[src/rtl/btn_pkg.sv]
// Shared definitions for the push-button conditioner.
//   btn_state_t      : per-channel debounce state
//   DEBOUNCE_DEFAULT : default qualification length in clk cycles
//   BTN_*            : channel index map for the pico processor wrapper
package btn_pkg;

    typedef enum logic [1:0] {
        REL     = 2'd0,
        REL_CHK = 2'd1,
        PRS     = 2'd2,
        PRS_CHK = 2'd3
    } btn_state_t;

    localparam int DEBOUNCE_DEFAULT = 16;
    localparam int N_BTN_DEFAULT    = 4;

    localparam int BTN_RESET      = 0;
    localparam int BTN_START_STOP = 1;
    localparam int BTN_INT_REQ    = 2;
    localparam int BTN_PORT_READY = 3;

endpackage

[src/rtl/btn_debounce_ch.sv]
// One button channel: 2-flop synchroniser, debounce FSM with stability
// counter, press/release pulses and optional toggle latch.
// Optional feature macro: BTN_TOGGLE_EN (adds btn_toggle output).
// Ports:
//   clk         : system clock, rising edge
//   reset       : synchronous active-high reset
//   btn_n       : raw asynchronous button, 0 = pressed
//   btn_level   : debounced level, 1 = pressed
//   btn_press   : one-cycle pulse on accepted press
//   btn_release : one-cycle pulse on accepted release
//   btn_toggle  : inverts after each press (BTN_TOGGLE_EN only)
//
// state   | meaning
// --------+--------------------------------------------------
// REL     | released and stable, waiting for a pressed sample
// REL_CHK | released, qualifying a run of pressed samples
// PRS     | pressed and stable, waiting for a released sample
// PRS_CHK | pressed, qualifying a run of released samples
module btn_debounce_ch
    import btn_pkg::*;
#(
    parameter int DEBOUNCE_CYCLES = DEBOUNCE_DEFAULT,
    parameter int CNT_W           = $clog2(DEBOUNCE_CYCLES + 1)
) (
    input  logic clk,
    input  logic reset,
    input  logic btn_n,
    output logic btn_level,
    output logic btn_press,
    output logic btn_release
`ifdef BTN_TOGGLE_EN
    ,
    output logic btn_toggle
`endif
);

    // Acceptance happens on the DEBOUNCE_CYCLES-th consecutive sample, i.e.
    // when the count already holds DEBOUNCE_CYCLES-1 and one more agrees.
    localparam logic [CNT_W-1:0] CNT_LAST = CNT_W'(DEBOUNCE_CYCLES - 1);
    localparam logic [CNT_W-1:0] CNT_ONE  = CNT_W'(1);

    logic             sync1;
    logic             sync2;
    logic             s;
    btn_state_t       state;
    btn_state_t       state_nxt;
    logic [CNT_W-1:0] count;
    logic [CNT_W-1:0] count_nxt;
    logic             level_nxt;
    logic             press_nxt;
    logic             release_nxt;

    assign s = ~sync2;

    always_ff @(posedge clk) begin
        if (reset) begin
            sync1       <= 1'b1;
            sync2       <= 1'b1;
            state       <= REL;
            count       <= '0;
            btn_level   <= 1'b0;
            btn_press   <= 1'b0;
            btn_release <= 1'b0;
        end else begin
            sync1       <= btn_n;
            sync2       <= sync1;
            state       <= state_nxt;
            count       <= count_nxt;
            btn_level   <= level_nxt;
            btn_press   <= press_nxt;
            btn_release <= release_nxt;
        end
    end

    always_comb begin
        state_nxt   = state;
        count_nxt   = count;
        level_nxt   = btn_level;
        press_nxt   = 1'b0;
        release_nxt = 1'b0;
        case (state)
            REL: begin
                if (s) begin
                    state_nxt = REL_CHK;
                    count_nxt = CNT_ONE;
                end else begin
                    count_nxt = '0;
                end
            end
            REL_CHK: begin
                if (!s) begin
                    state_nxt = REL;
                    count_nxt = '0;
                end else if (count >= CNT_LAST) begin
                    state_nxt = PRS;
                    count_nxt = '0;
                    level_nxt = 1'b1;
                    press_nxt = 1'b1;
                end else begin
                    count_nxt = count + CNT_ONE;
                end
            end
            PRS: begin
                if (!s) begin
                    state_nxt = PRS_CHK;
                    count_nxt = CNT_ONE;
                end else begin
                    count_nxt = '0;
                end
            end
            PRS_CHK: begin
                if (s) begin
                    state_nxt = PRS;
                    count_nxt = '0;
                end else if (count >= CNT_LAST) begin
                    state_nxt   = REL;
                    count_nxt   = '0;
                    level_nxt   = 1'b0;
                    release_nxt = 1'b1;
                end else begin
                    count_nxt = count + CNT_ONE;
                end
            end
            default: begin
                state_nxt = REL;
                count_nxt = '0;
                level_nxt = 1'b0;
            end
        endcase
    end

`ifdef BTN_TOGGLE_EN
    // Driven from the registered press pulse, so it flips one cycle later.
    always_ff @(posedge clk) begin
        if (reset) begin
            btn_toggle <= 1'b0;
        end else if (btn_press) begin
            btn_toggle <= ~btn_toggle;
        end
    end
`endif

endmodule

[src/rtl/button_conditioner.sv]
// Conditions N_BTN raw active-low bouncing push-buttons into clean
// active-high levels plus single-cycle press/release pulses.
// Optional feature macro: BTN_TOGGLE_EN (adds btn_toggle output).
// Ports:
//   clk         : system clock, rising edge
//   reset       : synchronous active-high reset (the reset button channel
//                 is only conditioned, it never resets this block)
//   btn_n       : raw buttons, 0 = pressed
//   btn_level   : debounced levels, 1 = pressed
//   btn_press   : one-cycle pulse per channel on accepted press
//   btn_release : one-cycle pulse per channel on accepted release
//   btn_toggle  : per-channel toggle latch (BTN_TOGGLE_EN only)
module button_conditioner
    import btn_pkg::*;
#(
    parameter int N_BTN           = N_BTN_DEFAULT,
    parameter int DEBOUNCE_CYCLES = DEBOUNCE_DEFAULT,
    parameter int CNT_W           = $clog2(DEBOUNCE_CYCLES + 1)
) (
    input  logic             clk,
    input  logic             reset,
    input  logic [N_BTN-1:0] btn_n,
    output logic [N_BTN-1:0] btn_level,
    output logic [N_BTN-1:0] btn_press,
    output logic [N_BTN-1:0] btn_release
`ifdef BTN_TOGGLE_EN
    ,
    output logic [N_BTN-1:0] btn_toggle
`endif
);

    for (genvar i = 0; i < N_BTN; i++) begin : g_ch
        btn_debounce_ch #(
            .DEBOUNCE_CYCLES (DEBOUNCE_CYCLES),
            .CNT_W           (CNT_W)
        ) u_ch (
            .clk         (clk),
            .reset       (reset),
            .btn_n       (btn_n[i]),
            .btn_level   (btn_level[i]),
            .btn_press   (btn_press[i]),
            .btn_release (btn_release[i])
`ifdef BTN_TOGGLE_EN
            ,
            .btn_toggle  (btn_toggle[i])
`endif
        );
    end

endmodule

[config.mk]
export PLATFORM = sky130hd
export DESIGN_NAME = button_conditioner
export DESIGN_NICKNAME = d
export VERILOG_FILES = /design/src/rtl/btn_pkg.sv /design/src/rtl/btn_debounce_ch.sv /design/src/rtl/button_conditioner.sv
export SDC_FILE = /design/constraint.sdc
export NUM_CORES = 1
export LEC_CHECK = 0
export BUFFER_PORTS_ARGS = -buffer_cell sky130_fd_sc_hd__buf_2
export CAP_MARGIN = 20
export CORE_MARGIN = 3
export CORE_UTILIZATION = 51
export DETAILED_ROUTE_END_ITERATION = 8
export PLACE_DENSITY = 0.79
export SLEW_MARGIN = 20
export SYNTH_ARGS = -nofsm -noshare
export SYNTH_HDL_FRONTEND = slang
export SYNTH_HIERARCHICAL = 1
export SYNTH_SLANG_ARGS = --single-unit
[constraint.sdc]
create_clock -name clk -period 1.6 [get_ports clk]
set_clock_uncertainty 0.2 [all_clocks]
set_input_delay 0.08 -clock clk [delete_from_list [all_inputs] [get_ports clk]]
set_output_delay 0.08 -clock clk [all_outputs]
set_load 0.03 [all_outputs]
==> qor.yml, run 1 <==
min_path_type: "reg2reg"
min_period_ns: 1.68
cp.arrival_ns: 1.77
timing.fmax_mhz: 596
setup_slack_ns: -0.0768
tightest_slew_ns: 0.580
p_per_area_nw_per_um2: 777
violations: "setup timing"
pwr-share-clk_pct: 29.8
antenna_found_initial: 0
slew_violations: 0
rsz0062_at_grt: "yes"
grt_overflow: 0
num_vias: 1506
final_nets: 243
synth_area_per_cell_sq_um: 10.0
core-area_sq_um: 3420
synth-edff-count: 0
outcome: "finished, violations left"
grt_pass1_vias: 1485
worst_ir_drop_vdd_mv: 0.586
synth.area.top_cells: "dfxtp_1 52%, ha_1 5.4%, nor3_1 5.4%"
stdcell_area_sq_um: 2490
synth_most_common_cell: "dfxtp_1"
place_area_sq_um: 2220
start_kind: "register"
fin_crit_sh_pct: 105
io_pins: 18
syn_inst: 184
yosys.area.top_type: "dfxtp_1"
drive_gt1_share_pct: 43.9
wl_per_cell_um: 14.1
synth_seq_cells: 48
cts_tree: "built"
die_h_um: 66.1
crit_type: "reg2reg"
diodes: 0
cap_violations: 0
p_leak_nw: 0.894
final_core_util_pct: 72.9
numCtsBuffers: 5
first_pass_iters: 4
worstPathRequired_ns: 1.69
rows: 21
worstPathMaxFanout: 5
dpl_worst_slack_ns: -0.146
crit_path_end_kind: "register"
fin_hold_ws_ns: 0.228
clock_tree.buffer_depth: 2
final_hold_viol_count: 0
ant_nets: 0
synthDistinctLibCells: 22
initial_core_util_pct: 53.9
synth_top_cell_area_share_pct: 52.2
portBuffers: 17
ys_warn_count: 6
synth_ff_type: "dfxtp_1"
h-tree-depth: 2
syn_nets: 198
place_congestion: 0.800
async_flop_share_pct: 0
drc: 0
p_sw_share_pct: 23.5
p_int_w: 0.00148
dp_hpwl_mm: 2.61
drt-total-wl_mm: 3.89
p_switching_w: 0.000455
cts-root-buf: "clkbuf_4"
syn_area_sq_um: 1840
viasPerCell: 5.46
slew_headroom_pct: 61.3
combPwrFrac_pct: 6.1
cts.sinks: 48
grt_max_degree: 33
yosys-top-cells-count: "48 x dfxtp_1, 20 x nor3_1, 16 x inv_1"
die_w_um: 66.1
grtUsageTotal_pct: 18.6
seqPwrFrac_pct: 64.1
ys_seq_area_share_pct: 52.2
synthToLayoutAreaGrowth_pct: 35.2
setup_viol: 20
clk_pin_slew_ns: 0.13
drtIter0Drc: 32
grt_pass1_wl_mm: 6.20
clk_latency_ns: 0.36
die-area_sq_um: 4370
[flip-flops by register name (all words and copies together) (netlist names), named ones only]
| signal | cells |
|---|---|
| g_ch.u_ch/sync2 | 4 |
| g_ch.u_ch/btn_level | 4 |
| g_ch.u_ch/btn_release | 4 |
| g_ch.u_ch/count | 20 |
| g_ch.u_ch/sync1 | 4 |
| g_ch.u_ch/btn_press | 4 |
| g_ch.u_ch/state | 4 |
[area by class of cell]
type | instances | area (sq um)
Inverter | 16 | 60.1
Sequential cell | 48 | 971
Fill cell | 243 | 926
Timing Repair Buffer | 38 | 255
Tap cell | 46 | 57.6
Clock buffer | 6 | 51.3
Clock inverter | 2 | 10.0
Multi-Input combinational cell | 120 | 1080
[layer usage]
layer | routed length (um) | up-vias | global-route usage (%)
met5 | 0 | - | 0
met4 | 60 | 0 | 7.61
met3 | 147 | 7 | 5.44
met2 | 2140 | 33 | 34.8
met1 | 1550 | 720 | 19.0
li1 | - | 746 | -
[cells by family (layout without fill, tap and decap cells)]
logic type	after synthesis	count (layout)	synth area share [%]
AND/OR/NAND/NOR	72	72	23.4
AO/OA/AOI/OAI	32	32	12.0
adder cells (fa/ha/maj)	8	8	5.43
flip-flops	48	48	52.2
buffers and inverters	16	62	3.26
XOR/XNOR	8	8	3.80
[per-stage QoR]
| step | TNS, ns | std cells | total power, W |
|---|---|---|---|
| final | -0.902 | 276 | 0.00193 |
| after global routing | -2.73 | 276 | 0.00202 |
| after CTS | -0.616 | 276 | 0.00193 |
| after detailed placement | -1.86 | 262 | 0.00136 |
| after global placement | -0.771 | 262 | 0.00136 |
| after floorplan | 0 | 184 | 0.00132 |
[power by group through the flow]
stage | clock [W] | combinational (W) | sequential (W)
floorplan | 0 | 0.0000420 | 0.00128
CTS | 0.000586 | 0.000110 | 0.00124
global route | 0.000646 | 0.000128 | 0.00124
finish | 0.000577 | 0.000118 | 0.00124
global placement | 0 | 0.0000964 | 0.00126
detailed placement | 0 | 0.0000994 | 0.00127
[timing repair]
action / in CTS / in global routing
pin swaps: 22 / 12
hold endpoints to repair: 6 / 0
setup buffers: 1 / 0
setup endpoints to repair: 39 / 34
gates resized for setup: 10 / 21
hold buffers: 5 / 0
[worst max-delay path, stage by stage, from the launching register on]
cell	delay [ns]
dfxtp_2	0.36
ha_4	0.15
and3_4	0.18
ha_4	0.16
nor2_4	0.14
nand4b_1	0.23
nor3_1	0.19
[path summary, 6_finish.rpt]
kind	from	endpoint	slack [ns]	depth (start not counted)
setup / recovery	g_ch[0].u_ch/count[1]$_SDFF_PP0_	g_ch[0].u_ch/count[2]$_SDFF_PP0_	-0.08	6
setup reg to reg	g_ch[0].u_ch/count[1]$_SDFF_PP0_	g_ch[0].u_ch/count[2]$_SDFF_PP0_	-0.08	6
hold reg to reg	g_ch[3].u_ch/sync1$_SDFF_PP1_	g_ch[3].u_ch/sync2$_SDFF_PP1_	0.23	1
hold / removal	g_ch[3].u_ch/sync1$_SDFF_PP1_	g_ch[3].u_ch/sync2$_SDFF_PP1_	0.23	1
[layout by cell type, fill, tap and decap left out, types with 5 or more instances in the layout]
cell / synthesis / layout
dfxtp_1: 48 / 40
buf_2: 0 / 17
nor3_2: 0 / 5
nand2_1: 8 / 8
a31oi_1: 8 / 8
nor3_1: 20 / 15
a21oi_2: 0 / 6
dfxtp_2: 0 / 8
buf_4: 0 / 16
ha_4: 0 / 8
or2_2: 8 / 8
xnor2_1: 8 / 8
clkbuf_4: 0 / 5
dlygate4sd3_1: 0 / 5
inv_1: 16 / 16
No activity file was read; power rests on OpenSTA's default activity.
==> run 2, diff against run 1 <==
==> constraint.sdc (replaced) <==
create_clock -name clk -period 1.6 [get_ports clk]
set_clock_uncertainty 0.2 [all_clocks]
set_input_delay 0.4 -clock clk [delete_from_list [all_inputs] [get_ports clk]]
set_output_delay 0.4 -clock clk [all_outputs]
set_load 0.03 [all_outputs]
==> run 2 against run 1 <==
Via count up 1.1%. Critical endpoint is now g_ch[3].u_ch/count[2]$_SDFF_PP0_. Setup slack got worse by 0.012 ns. Count of clock-buffer cells in the layout increased by 1. The flow still finishes with violations (setup timing). Non-clock buffer count shrank 1. Wire length increased by 1.0%. Core utilization is 0.40 points higher. Hold slack lost 0.21 ns.
==> qor.yml, run 2 (synthesized netlist as in run 1, its figures left out) <==
cap_violations: 0
whs_path_depth: 2
grt_pass1_vias: 1508
rr_endpoint: "g_ch[3].u_ch/count[2]$_SDFF_PP0_"
met2_length_mm: 2.14
place_area_sq_um: 2220
drive_gt1_share_pct: 47.6
tightest_slew_ns: 0.513
final_hold_viol_count: 0
die_w_um: 66.1
rr_worst_depth: 6
start_kind: "register"
synthToLayoutAreaGrowth_pct: 35.9
hp-start: "btn_n[2]"
met1_length_mm: 1.55
io_pins: 18
crit_path_end_kind: "register"
crit_type: "reg2reg"
h-tree-depth: 2
rows: 21
final_nets: 242
initial_core_util_pct: 53.9
pwr-share-clk_pct: 30.5
layoutNonFillerInstCount: 275
fin_hold_ws_ns: 0.0152
core-area_sq_um: 3420
ant_nets: 0
min_period_ns: 1.69
cp_slowest_cell: "dfxtp_2"
num_vias: 1523
drtIter0Drc: 70
grtUsageTotal_pct: 19.1
wl_met3_um: 167
p_leak_nw: 0.886
cp.arrival_ns: 1.77
p_int_w: 0.00148
diodes: 0
first_pass_iters: 6
crit_path_frequent_cell: "ha_4"
worstPathRequired_ns: 1.68
combPwrFrac_pct: 5.8
place_congestion: 0.801
grt_max_degree: 30
viasPerCell: 5.54
p_per_area_nw_per_um2: 777
drt-total-wl_mm: 3.93
slew_headroom_pct: 65.8
largest_reg_flops: 20
top_register: "g_ch.u_ch/count"
setup_slack_ns: -0.0886
p_switching_w: 0.000465
cts-root-buf: "clkbuf_4"
numCtsBuffers: 5
p_sw_share_pct: 23.9
dp_cells: 263
min_path_type: "in2reg"
timing.fmax_mhz: 592
rrSetupSlack_ns: -0.09
clk_latency_ns: 0.36
worstPathMaxFanout: 5
violations: "setup timing"
stdcell_area_sq_um: 2500
slew_violations: 0
drc: 0
min_to: "g_ch[2].u_ch/sync1$_SDFF_PP1_"
die_h_um: 66.1
seqPwrFrac_pct: 63.8
setup_viol: 24
die-area_sq_um: 4370
final_core_util_pct: 73.3
portBuffers: 17
route.top_layer_used: "met4"
clock_tree.buffer_depth: 2
cts.sinks: 48
r2r_start: "g_ch[3].u_ch/count[1]$_SDFF_PP0_"
grt_overflow: 0
cts_tree: "built"
layout_commonest_cell: "dfxtp_1"
outcome: "finished, violations left"
fin_crit_sh_pct: 106
dp_hpwl_mm: 2.67
antenna_found_initial: 0
grt_pass1_wl_mm: 6.31
cp_cell_sequence: "ha_4 > and3_4 > ha_4 > nor2_4 > nand4b_1 > nor3_1"
worst_ir_drop_vdd_mv: 0.646
rsz0062_at_grt: "yes"
slowest_delay_ns: 0.36
wl_per_cell_um: 14.3
final_cell_mix: "40 x dfxtp_1, 20 x buf_4, 16 x inv_1, 16 x buf_2, 11 x nor3_1"
clk_pin_slew_ns: 0.13
==> run 2: power groups by stage <==
stage	combinational, W	sequential [W]	clock, W
after floorplan	0.0000420	0.00128	0
after global placement	0.0000982	0.00126	0
after detailed placement	0.000102	0.00127	0
after CTS	0.000104	0.00124	0.000600
after global routing	0.000124	0.00124	0.000655
final	0.000113	0.00124	0.000593
==> run 2: per-layer routing <==
metal  track usage (%)  vias to the layer above
met2              35.7                       34
met1              19.8                      734
met3              4.08                        8
li1                  -                      747
met4              9.14                        0
met5                 0                        -
==> run 2: metrics by stage <==
stage	worst slack, ns	setup TNS [ns]	power, W
after CTS	-0.0768	-0.586	0.00194
after global routing	-0.182	-3.48	0.00202
final	-0.0886	-1.44	0.00195
after global placement	-0.0809	-0.775	0.00136
after detailed placement	-0.179	-2.09	0.00137
after floorplan	0.00342	0	0.00132
==> run 2: worst max-delay path: cells and delay by family (launching register included) <==
family,cells,cell delay (ns)
and+or+nand+nor,4,0.74
adders and majority gates,2,0.32
DFF,1,0.36
==> run 2: area by class of cell <==
type | count | area [sq um]
Sequential cell | 48 | 971
Timing Repair Buffer | 37 | 238
Clock buffer | 7 | 55.1
Fill cell | 257 | 912
Clock inverter | 1 | 7.51
Multi-Input combinational cell | 120 | 1110
Tap cell | 46 | 57.6
Inverter | 16 | 60.1
==> run 2: worst max path at each step <==
stage	slack, ns	start	endpoint	cells after the start
finish	-0.09	g_ch[3].u_ch/count[1]$_SDFF_PP0_	g_ch[3].u_ch/count[2]$_SDFF_PP0_	6
global route	-0.18	g_ch[3].u_ch/count[1]$_SDFF_PP0_	g_ch[3].u_ch/count[3]$_SDFF_PP0_	6
CTS	-0.08	g_ch[3].u_ch/count[1]$_SDFF_PP0_	g_ch[3].u_ch/count[2]$_SDFF_PP0_	6
detailed placement	-0.18	g_ch[0].u_ch/count[1]$_SDFF_PP0_	g_ch[0].u_ch/count[2]$_SDFF_PP0_	6
global placement	-0.08	g_ch[1].u_ch/count[1]$_SDFF_PP0_	g_ch[1].u_ch/count[2]$_SDFF_PP0_	6
floorplan	0.003	g_ch[0].u_ch/count[1]$_SDFF_PP0_	g_ch[0].u_ch/btn_level$_SDFFE_PP0P_	6
==> run 2: what timing repair did <==
| action | 4_1_cts | 5_1_grt |
|---|---|---|
| hold buffers | 0 | 0 |
| pin swaps | 18 | 9 |
| setup buffers | 2 | 2 |
| gates resized for setup | 13 | 24 |
| setup endpoints to repair | 36 | 38 |
